## src/rtl/seq_fxp_multiplier.sv

```systemverilog
// Sequential unsigned fixed-point multiplier, radix-2 shift-add.
// Operands and product share the Q(WIDTH-FRAC).FRAC format; the product is
// truncated to WIDTH bits and saturates to all ones on overflow.
// Handshake: start is sampled in IDLE, operands are latched one cycle later,
// and valid pulses once per accepted start after a fixed latency.
//
// Ports:
//   clk     rising-edge clock
//   sclr_n  synchronous clear, active low (overrides start)
//   start   request, sampled only in IDLE
//   data_A  multiplicand, latched in LOAD
//   data_B  multiplier, latched in LOAD
//   valid   one-cycle pulse, q/ovf valid
//   ovf     product exceeds the q range
//   busy    high in LOAD and CALC
//   q       product, Q(WIDTH-FRAC).FRAC
module seq_fxp_multiplier #(
    parameter int unsigned WIDTH = 10,
    parameter int unsigned FRAC  = 6
) (
    input  logic             clk,
    input  logic             sclr_n,
    input  logic             start,
    input  logic [WIDTH-1:0] data_A,
    input  logic [WIDTH-1:0] data_B,
    output logic             valid,
    output logic             ovf,
    output logic             busy,
    output logic [WIDTH-1:0] q
);

    localparam int unsigned PW = 2 * WIDTH;
    localparam int unsigned CW = (WIDTH > 1) ? $clog2(WIDTH) : 1;
    localparam logic [CW-1:0] CNT_LAST = CW'(WIDTH - 1);

    typedef enum logic [1:0] {
        S_IDLE,
        S_LOAD,
        S_CALC,
        S_DONE
    } state_t;

    state_t           state;
    logic [WIDTH-1:0] reg_a;
    logic [WIDTH-1:0] reg_b;
    logic [PW-1:0]    acc;
    logic [CW-1:0]    cnt;

    logic [PW-1:0]    partial_c;
    logic [PW-1:0]    acc_sum_c;
    logic             ovf_c;
    logic [WIDTH-1:0] q_c;

    // Partial product for the current multiplier bit and the running sum.
    // The final sum is used directly for the result so q/ovf land with valid.
    always_comb begin
        partial_c = '0;
        if (reg_b[0]) begin
            partial_c = PW'(reg_a) << cnt;
        end
        acc_sum_c = acc + partial_c;
        ovf_c     = |acc_sum_c[PW-1:FRAC+WIDTH];
        q_c       = ovf_c ? '1 : acc_sum_c[FRAC+WIDTH-1:FRAC];
    end

    // Control FSM and datapath registers; all outputs registered.
    always_ff @(posedge clk) begin
        if (!sclr_n) begin
            state <= S_IDLE;
            reg_a <= '0;
            reg_b <= '0;
            acc   <= '0;
            cnt   <= '0;
            valid <= 1'b0;
            ovf   <= 1'b0;
            busy  <= 1'b0;
            q     <= '0;
        end else begin
            case (state)
                S_IDLE: begin
                    valid <= 1'b0;
                    if (start) begin
                        state <= S_LOAD;
                        busy  <= 1'b1;
                    end
                end
                S_LOAD: begin
                    reg_a <= data_A;
                    reg_b <= data_B;
                    acc   <= '0;
                    cnt   <= '0;
                    ovf   <= 1'b0;
                    state <= S_CALC;
                end
                S_CALC: begin
                    acc   <= acc_sum_c;
                    reg_b <= reg_b >> 1;
                    cnt   <= cnt + CW'(1);
                    // Always runs all WIDTH bits: fixed latency, no early exit.
                    if (cnt == CNT_LAST) begin
                        state <= S_DONE;
                        busy  <= 1'b0;
                        valid <= 1'b1;
                        q     <= q_c;
                        ovf   <= ovf_c;
                    end
                end
                S_DONE: begin
                    valid <= 1'b0;
                    state <= S_IDLE;
                end
                default: begin
                    state <= S_IDLE;
                    busy  <= 1'b0;
                    valid <= 1'b0;
                end
            endcase
        end
    end

endmodule
```

## config.mk

```make
export PLATFORM = sky130hd
export DESIGN_NAME = seq_fxp_multiplier
export DESIGN_NICKNAME = d
export VERILOG_FILES = /design/src/rtl/seq_fxp_multiplier.sv
export SDC_FILE = /design/constraint.sdc
export NUM_CORES = 1
export LEC_CHECK = 0
export BUFFER_PORTS_ARGS = -buffer_cell sky130_fd_sc_hd__buf_4
export CORE_ASPECT_RATIO = 1.4
export CORE_MARGIN = 2
export CORE_UTILIZATION = 45
export CTS_CLUSTER_SIZE = 10
export DETAILED_ROUTE_END_ITERATION = 8
export PLACE_DENSITY = 0.66
export SKIP_CTS_REPAIR_TIMING = 1
export SLEW_MARGIN = 25
export SYNTH_ARGS = -nofsm -noshare
export SYNTH_HDL_FRONTEND = slang
export SYNTH_SLANG_ARGS = --single-unit
```

## constraint.sdc

```tcl
create_clock -name clk -period 3.5 [get_ports clk]
set_clock_uncertainty 0.2 [all_clocks]
set_input_delay 0.175 -clock clk [delete_from_list [all_inputs] [get_ports clk]]
set_output_delay 0.175 -clock clk [all_outputs]
set_load 0.02 [all_outputs]
```

==> results of run 1 <==
## final timing paths
path | start | to
max | cnt[1] | ovf
min reg2reg | acc[2] | acc[2]
max reg2reg | cnt[1] | ovf
min | data_B[4] | reg_b[4]
## registers in the layout, indices dropped and copies added, names as in the netlist
name   count
cnt        4
ovf        1
valid      1
q         10
busy       1
acc       20
reg_b     10
reg_a     10
state      2
## through the flow
step / std cells / power [mW] / TNS [ps] / hold WS, ps / area [um^2]
floorplan: 518 / 1.50 / 0 / 123 / 4150
global route: 745 / 2.89 / -3720 / 3.12 / 5800
detailed placement: 710 / 1.79 / -3600 / 223 / 5030
finish: 745 / 2.74 / -2030 / -18.7 / 5800
CTS: 726 / 2.68 / -4270 / -116 / 5320
global placement: 710 / 1.77 / -2490 / 210 / 5030
## metal layers
layer,GRT usage (%),vias to the layer above
met4,12.9,0
li1,-,2105
met2,43.9,96
met5,0,-
met3,4.08,44
met1,27.8,2038
## layout make-up
type                    instances  area, um^2
fillers                       757        3180
clock buffers                  11         243
clock inverters                 5        52.6
well taps                     107         134
inverters                      14        52.6
flip-flops and latches         59        1190
multi-input cells             413        3050
repair buffers                136        1070
## power by group through the flow
stage	sequential (mW)	clock (mW)	combinational [mW]
6_report	0.837	0.889	1.02
5_1_grt	0.848	0.928	1.11
4_1_cts	0.829	0.902	0.954
3_5_place_dp	0.844	0	0.949
3_3_place_gp	0.838	0	0.929
2_1_floorplan	0.836	0	0.660
## critical path, stage by stage (launching register included)
cell	delay (ps)
dfxtp_4	380
buf_8	150
mux2i_4	270
mux2i_4	100
mux2i_2	190
nor2_1	60
a41oi_1	170
nor2b_1	90
ha_1	340
and3_1	190
and3_1	170
a21boi_2	210
nor3_2	90
or3_4	410
a211oi_2	320
buf_12	180
a311oi_1	80
## Yosys cell counts (all sizes together) (2+ instances only)
cell | number | area [um^2]
mux2i | 33 | 330
ha | 24 | 300
o21a | 4 | 30.0
nor3b | 2 | 15.0
a211oi | 4 | 35.0
clkinv | 2 | 7.51
a41oi | 2 | 17.5
xnor2 | 6 | 52.6
nor3 | 14 | 70.1
mux2 | 3 | 33.8
o21ai | 31 | 155
a21o | 5 | 37.5
or4 | 2 | 15.0
o211ai | 2 | 15.0
nor2 | 30 | 113
and2 | 13 | 83.8
a21oi | 47 | 235
o22ai | 9 | 56.3
nand3 | 20 | 100
inv | 12 | 45.0
a31oi | 2 | 12.5
a22oi | 3 | 22.5
nor2b | 27 | 169
a21boi | 15 | 113
xor2 | 5 | 43.8
o211a | 11 | 110
nand2b | 21 | 131
buf | 8 | 52.6
or3 | 2 | 12.5
nand2 | 43 | 161
nand4 | 7 | 43.8
dfxtp | 59 | 1180
clkbuf | 24 | 90.1
and3 | 6 | 37.5
a221oi | 2 | 17.5
## cells by family after synthesis
family	Yosys count	synth area share [%]
and+or+nand+nor	193	24.3
AOI/OAI and AO/OA	147	22.9
DFF	59	28.6
buffers and inverters	46	4.72
muxes	37	9.36
adders and majority gates	25	7.75
xor gates and xnor gates	11	2.33
==> qor.csv, run 1 <==
stage;metric;value;unit
clock_network;root_buffer;clkbuf_16;
place;dp_slack;-275;ps
floorplanning;io_pins;36;
global_routing;antenna_found_initial;0;
sta;hold_viol_final;8;
global_routing;grt_pass1_vias;4184;
logic_synthesis;synth_flop_cell;dfxtp_1;
power_and_ir_drop;leakagePower;2.46;nW
place;gp_congestion;0.964;
clock_network;clock_latency;330;ps
global_routing;grt_util_all_layers;24.8;%
sta;rsz0062_at_grt;yes;
worst_setup_path;critPathLaunchType;flip-flop;
power_and_ir_drop;p_sw_share;35.1;%
route;antenna_left;0;
worst_setup_path;crit_fanout;11;
worst_setup_path;critPathKind;reg -> reg;
flow_run;drv_cap;0;
layout;final_common_cell;buf_4;
logic_synthesis;synth-async-reset-ratio;0;%
route;dr.pass1.iters;5;
route;drc_errors;0;
place;portBuffers;35;
place;dpl.hpwl;9200;um
floorplanning;dieArea;0.00997;mm^2
global_routing;overflow;0;
sta;max_freq;269;MHz
power_and_ir_drop;ir_worst_vdd;0.621;mV
layout;fin_nets;681;
logic_synthesis;ys_ff_latch;59;
layout;antenna_cells;0;
worst_setup_path;cp.required;3500;ps
route;met3_length;395;um
sta;max_slew_margin;51.2;%
worst_setup_path;r2r_slack;-220;ps
clock_network;cts_buffer_depth;2;
floorplanning;die_y;117;um
worst_setup_path;r2r_cells;16;
sta;min_period_over_period;106;%
clock_network;clkSinkCount;59;
worst_setup_path;crit_arrival;3720;ps
sta;post-route-min-period;3720;ps
route;wl;12800;um
route;top_layer_used;met4;
logic_synthesis;ys_seq_area_share;28.6;%
logic_synthesis;syn-instance-count;518;
floorplanning;rows;41;
route;vias;4283;
sta;setup_viol;11;
logic_synthesis;synth_area_per_cell;7.98;um^2
floorplanning;start_util;46.0;%
logic_synthesis;synth_edf_count;0;
sta;drv_slew;0;
sta;layout_setup_ws;-216;ps
clock_network;numCtsBuffers;9;
global_routing;grt_pass1_wl;19800;um
clock_network;clk_pin_slew;50;ps
power_and_ir_drop;internal-power;1.78;mW
layout;syn2layout_area_growth;40.3;%
logic_synthesis;synthesis.nets;566;
logic_synthesis;yosys_warnings;0;
route;drt-wirelength-per-cell;17.2;um
status;violations;hold timing, setup timing;
route;drt_iter0_markers;171;
route;drt-met1-wl;5090;um
floorplanning;coreArea;0.00898;mm^2
layout;final_core_util;64.6;%
route;via_per_inst;5.75;
power_and_ir_drop;power.switching;963;uW
status;run_status;finished, violations left;
floorplanning;die-width;85.0;um
layout;drive_above_1_share;31.3;%
power_and_ir_drop;power_density;473;mW/mm^2
global_routing;grt_max_degree;63;
logic_synthesis;synthDistinctLibCells;60;
logic_synthesis;synth_area;0.00413;mm^2
power_and_ir_drop;power_frac_seq;30.5;%
clock_network;cts_tree;yes;
clock_network;cts_max_level;3;
min_path;hold_class;in -> reg;
sta;worst_slew_pin_slew;730;ps
min_path;hold_depth;4;
worst_setup_path;end_kind;flip-flop;
layout;final_cell_mix;buf_4 (121), dfxtp_1 (57), nand2_1 (43);
power_and_ir_drop;clkPwrFrac;32.4;%
route;wl_met2;6650;um
sta;whs;-18.7;ps
power_and_ir_drop;combPwrFrac;37.1;%
No activity file was read; power rests on OpenSTA's default activity.
==> run 2, diff against run 1 <==
- PLACE_DENSITY: 0.66 -> 0.65
- SETUP_SLACK_MARGIN: unset -> 0.3
==> qor.csv, run 2 (synthesis results as in run 1) <==
stage;metric;value;unit
layout;top_register;acc;
clock_network;cts_tree;yes;
floorplanning;die_y;117;um
floorplanning;dieArea;0.00997;mm^2
min_path;holdPathEnd;reg_b[1];
floorplanning;rows;41;
global_routing;grt_max_degree;51;
layout;regArea;0.00119;mm^2
worst_setup_path;r2r_cells;16;
sta;layout_setup_ws;-182;ps
floorplanning;coreArea;0.00898;mm^2
clock_network;clk_pin_slew;60;ps
route;drt_iter0_markers;232;
power_and_ir_drop;leakagePower;2.52;nW
worst_setup_path;crit_fanout;6;
route;wl;13800;um
route;vias;4296;
sta;min_period_over_period;105;%
layout;antenna_cells;0;
floorplanning;start_util;46.0;%
layout;final_cell_mix;buf_4 (123), dfxtp_1 (56), nand2_1 (39);
route;antenna_left;0;
sta;hold_viol_final;7;
sta;worst_slew_pin_slew;881;ps
worst_setup_path;reg2reg_from;cnt[1];
sta;max_freq;272;MHz
sta;post-route-min-period;3680;ps
layout;fill_cells;738;
place;portBuffers;35;
global_routing;overflow;0;
worst_setup_path;critPathLaunchType;flip-flop;
clock_network;numCtsBuffers;9;
sta;setup_viol;12;
floorplanning;io_pins;36;
power_and_ir_drop;power_density;468;mW/mm^2
worst_setup_path;end_kind;flip-flop;
global_routing;grt_util_all_layers;25.7;%
global_routing;grt_pass1_vias;3971;
worst_setup_path;r2r-end;ovf;
sta;drv_slew;0;
clock_network;cts_buffer_depth;2;
min_path;hold_class;in -> reg;
clock_network;clkSinkCount;59;
global_routing;grt_pass1_wl;20100;um
place;dpl.hpwl;9520;um
status;violations;hold timing, setup timing;
floorplanning;die-width;85.0;um
min_path;hold_depth;4;
power_and_ir_drop;ir_worst_vdd;0.396;mV
layout;syn2layout_area_growth;48.0;%
route;via_per_inst;5.74;
layout;largest_reg_flops;20;
layout;fin_nets;687;
layout;final_common_cell;buf_4;
clock_network;clock_latency;340;ps
sta;whs;-18.2;ps
route;dr.pass1.iters;5;
global_routing;antenna_found_initial;0;
status;run_status;finished, violations left;
worst_setup_path;crit_arrival;3680;ps
sta;max_slew_margin;41.0;%
worst_setup_path;cp.required;3500;ps
route;drt-wirelength-per-cell;18.5;um
worst_setup_path;critPathKind;reg -> reg;
route;drc_errors;0;
sta;rsz0062_at_grt;yes;
worst_setup_path;r2r_slack;-180;ps
min_path;min_from;data_B[1];
layout;drive_above_1_share;36.9;%
place;gp_congestion;0.999;
clock_network;root_buffer;clkbuf_16;
layout;multi_input_area;0.00329;mm^2
clock_network;cts_max_level;3;
power_and_ir_drop;power;2.86;mW
layout;final_core_util;68.1;%
flow_run;drv_cap;0;
[run 2: cell types whose count changed in the layout (fill, tap and decap cells not counted), moves of 3 or more]
cell,change
buf_6,+4
and2_4,+4
and2_1,-4
a21oi_4,+4
nand2_2,+3
ha_4,+6
ha_1,-7
a21boi_0,-3
nor2b_1,-3
nand2_1,-4
a21oi_2,-3
[run 2: how the worst max path moves through the flow]
stage                       to  depth (start not counted)   start
after floorplan           q[8]                         17  cnt[1]
after CTS                  ovf                         15  cnt[1]
after detailed placement   ovf                         15  cnt[1]
final                      ovf                         16  cnt[1]
after global placement     ovf                         15  cnt[1]
after global routing       ovf                         16  cnt[1]
[run 2: per-layer routing]
layer	global-route usage [%]	wire length, um
met5	0	0
met4	11.8	465
met3	4.29	425
met2	46.5	7570
met1	28.5	5380
[run 2: final cells by class]
| type | instances | area share [%] |
|---|---|---|
| Clock buffer | 12 | 4.36 |
| Clock inverter | 2 | 0.573 |
| Inverter | 14 | 0.921 |
| Multi-Input combinational cell | 413 | 53.9 |
| Sequential cell | 59 | 19.5 |
| Tap cell | 107 | 2.19 |
| Timing Repair Buffer | 142 | 18.6 |
[run 2: worst max-delay path, stage by stage (launching register included)]
cell and delay, ps:
dfxtp_4 400, buf_6 130, mux2i_4 260, mux2i_4 110, mux2i_1 190, nor2_1 80
a41oi_2 190, nor2b_2 80, ha_4 310, and3_4 190, and3_4 190, a21boi_4 210
nor3_2 80, or3_4 350, a211oi_4 320, buf_6 170, a311oi_1 80
[run 2: report_power, final]
| part | total [mW] | leakage, nW | switching, mW | internal, mW |
|---|---|---|---|---|
| combinational | 1.11 | 1.89 | 0.607 | 0.508 |
| clock | 0.915 | 0.151 | 0.316 | 0.600 |
| sequential | 0.832 | 0.481 | 0.0671 | 0.765 |
| total | 2.86 | 2.52 | 0.990 | 1.87 |
[run 2: stage by stage]
stage / hold slack [ps] / setup TNS [ps] / cell area, um^2 / cells / worst slack [ps]
3_5_place_dp: 222 / -4500 / 5040 / 708 / -341
3_3_place_gp: 216 / -4250 / 5040 / 708 / -349
5_1_grt: 4.13 / -3990 / 6120 / 749 / -343
4_1_cts: -118 / -5150 / 5340 / 722 / -365
6_report: -18.2 / -1750 / 6120 / 749 / -182
2_1_floorplan: 123 / 0 / 4190 / 518 / 140
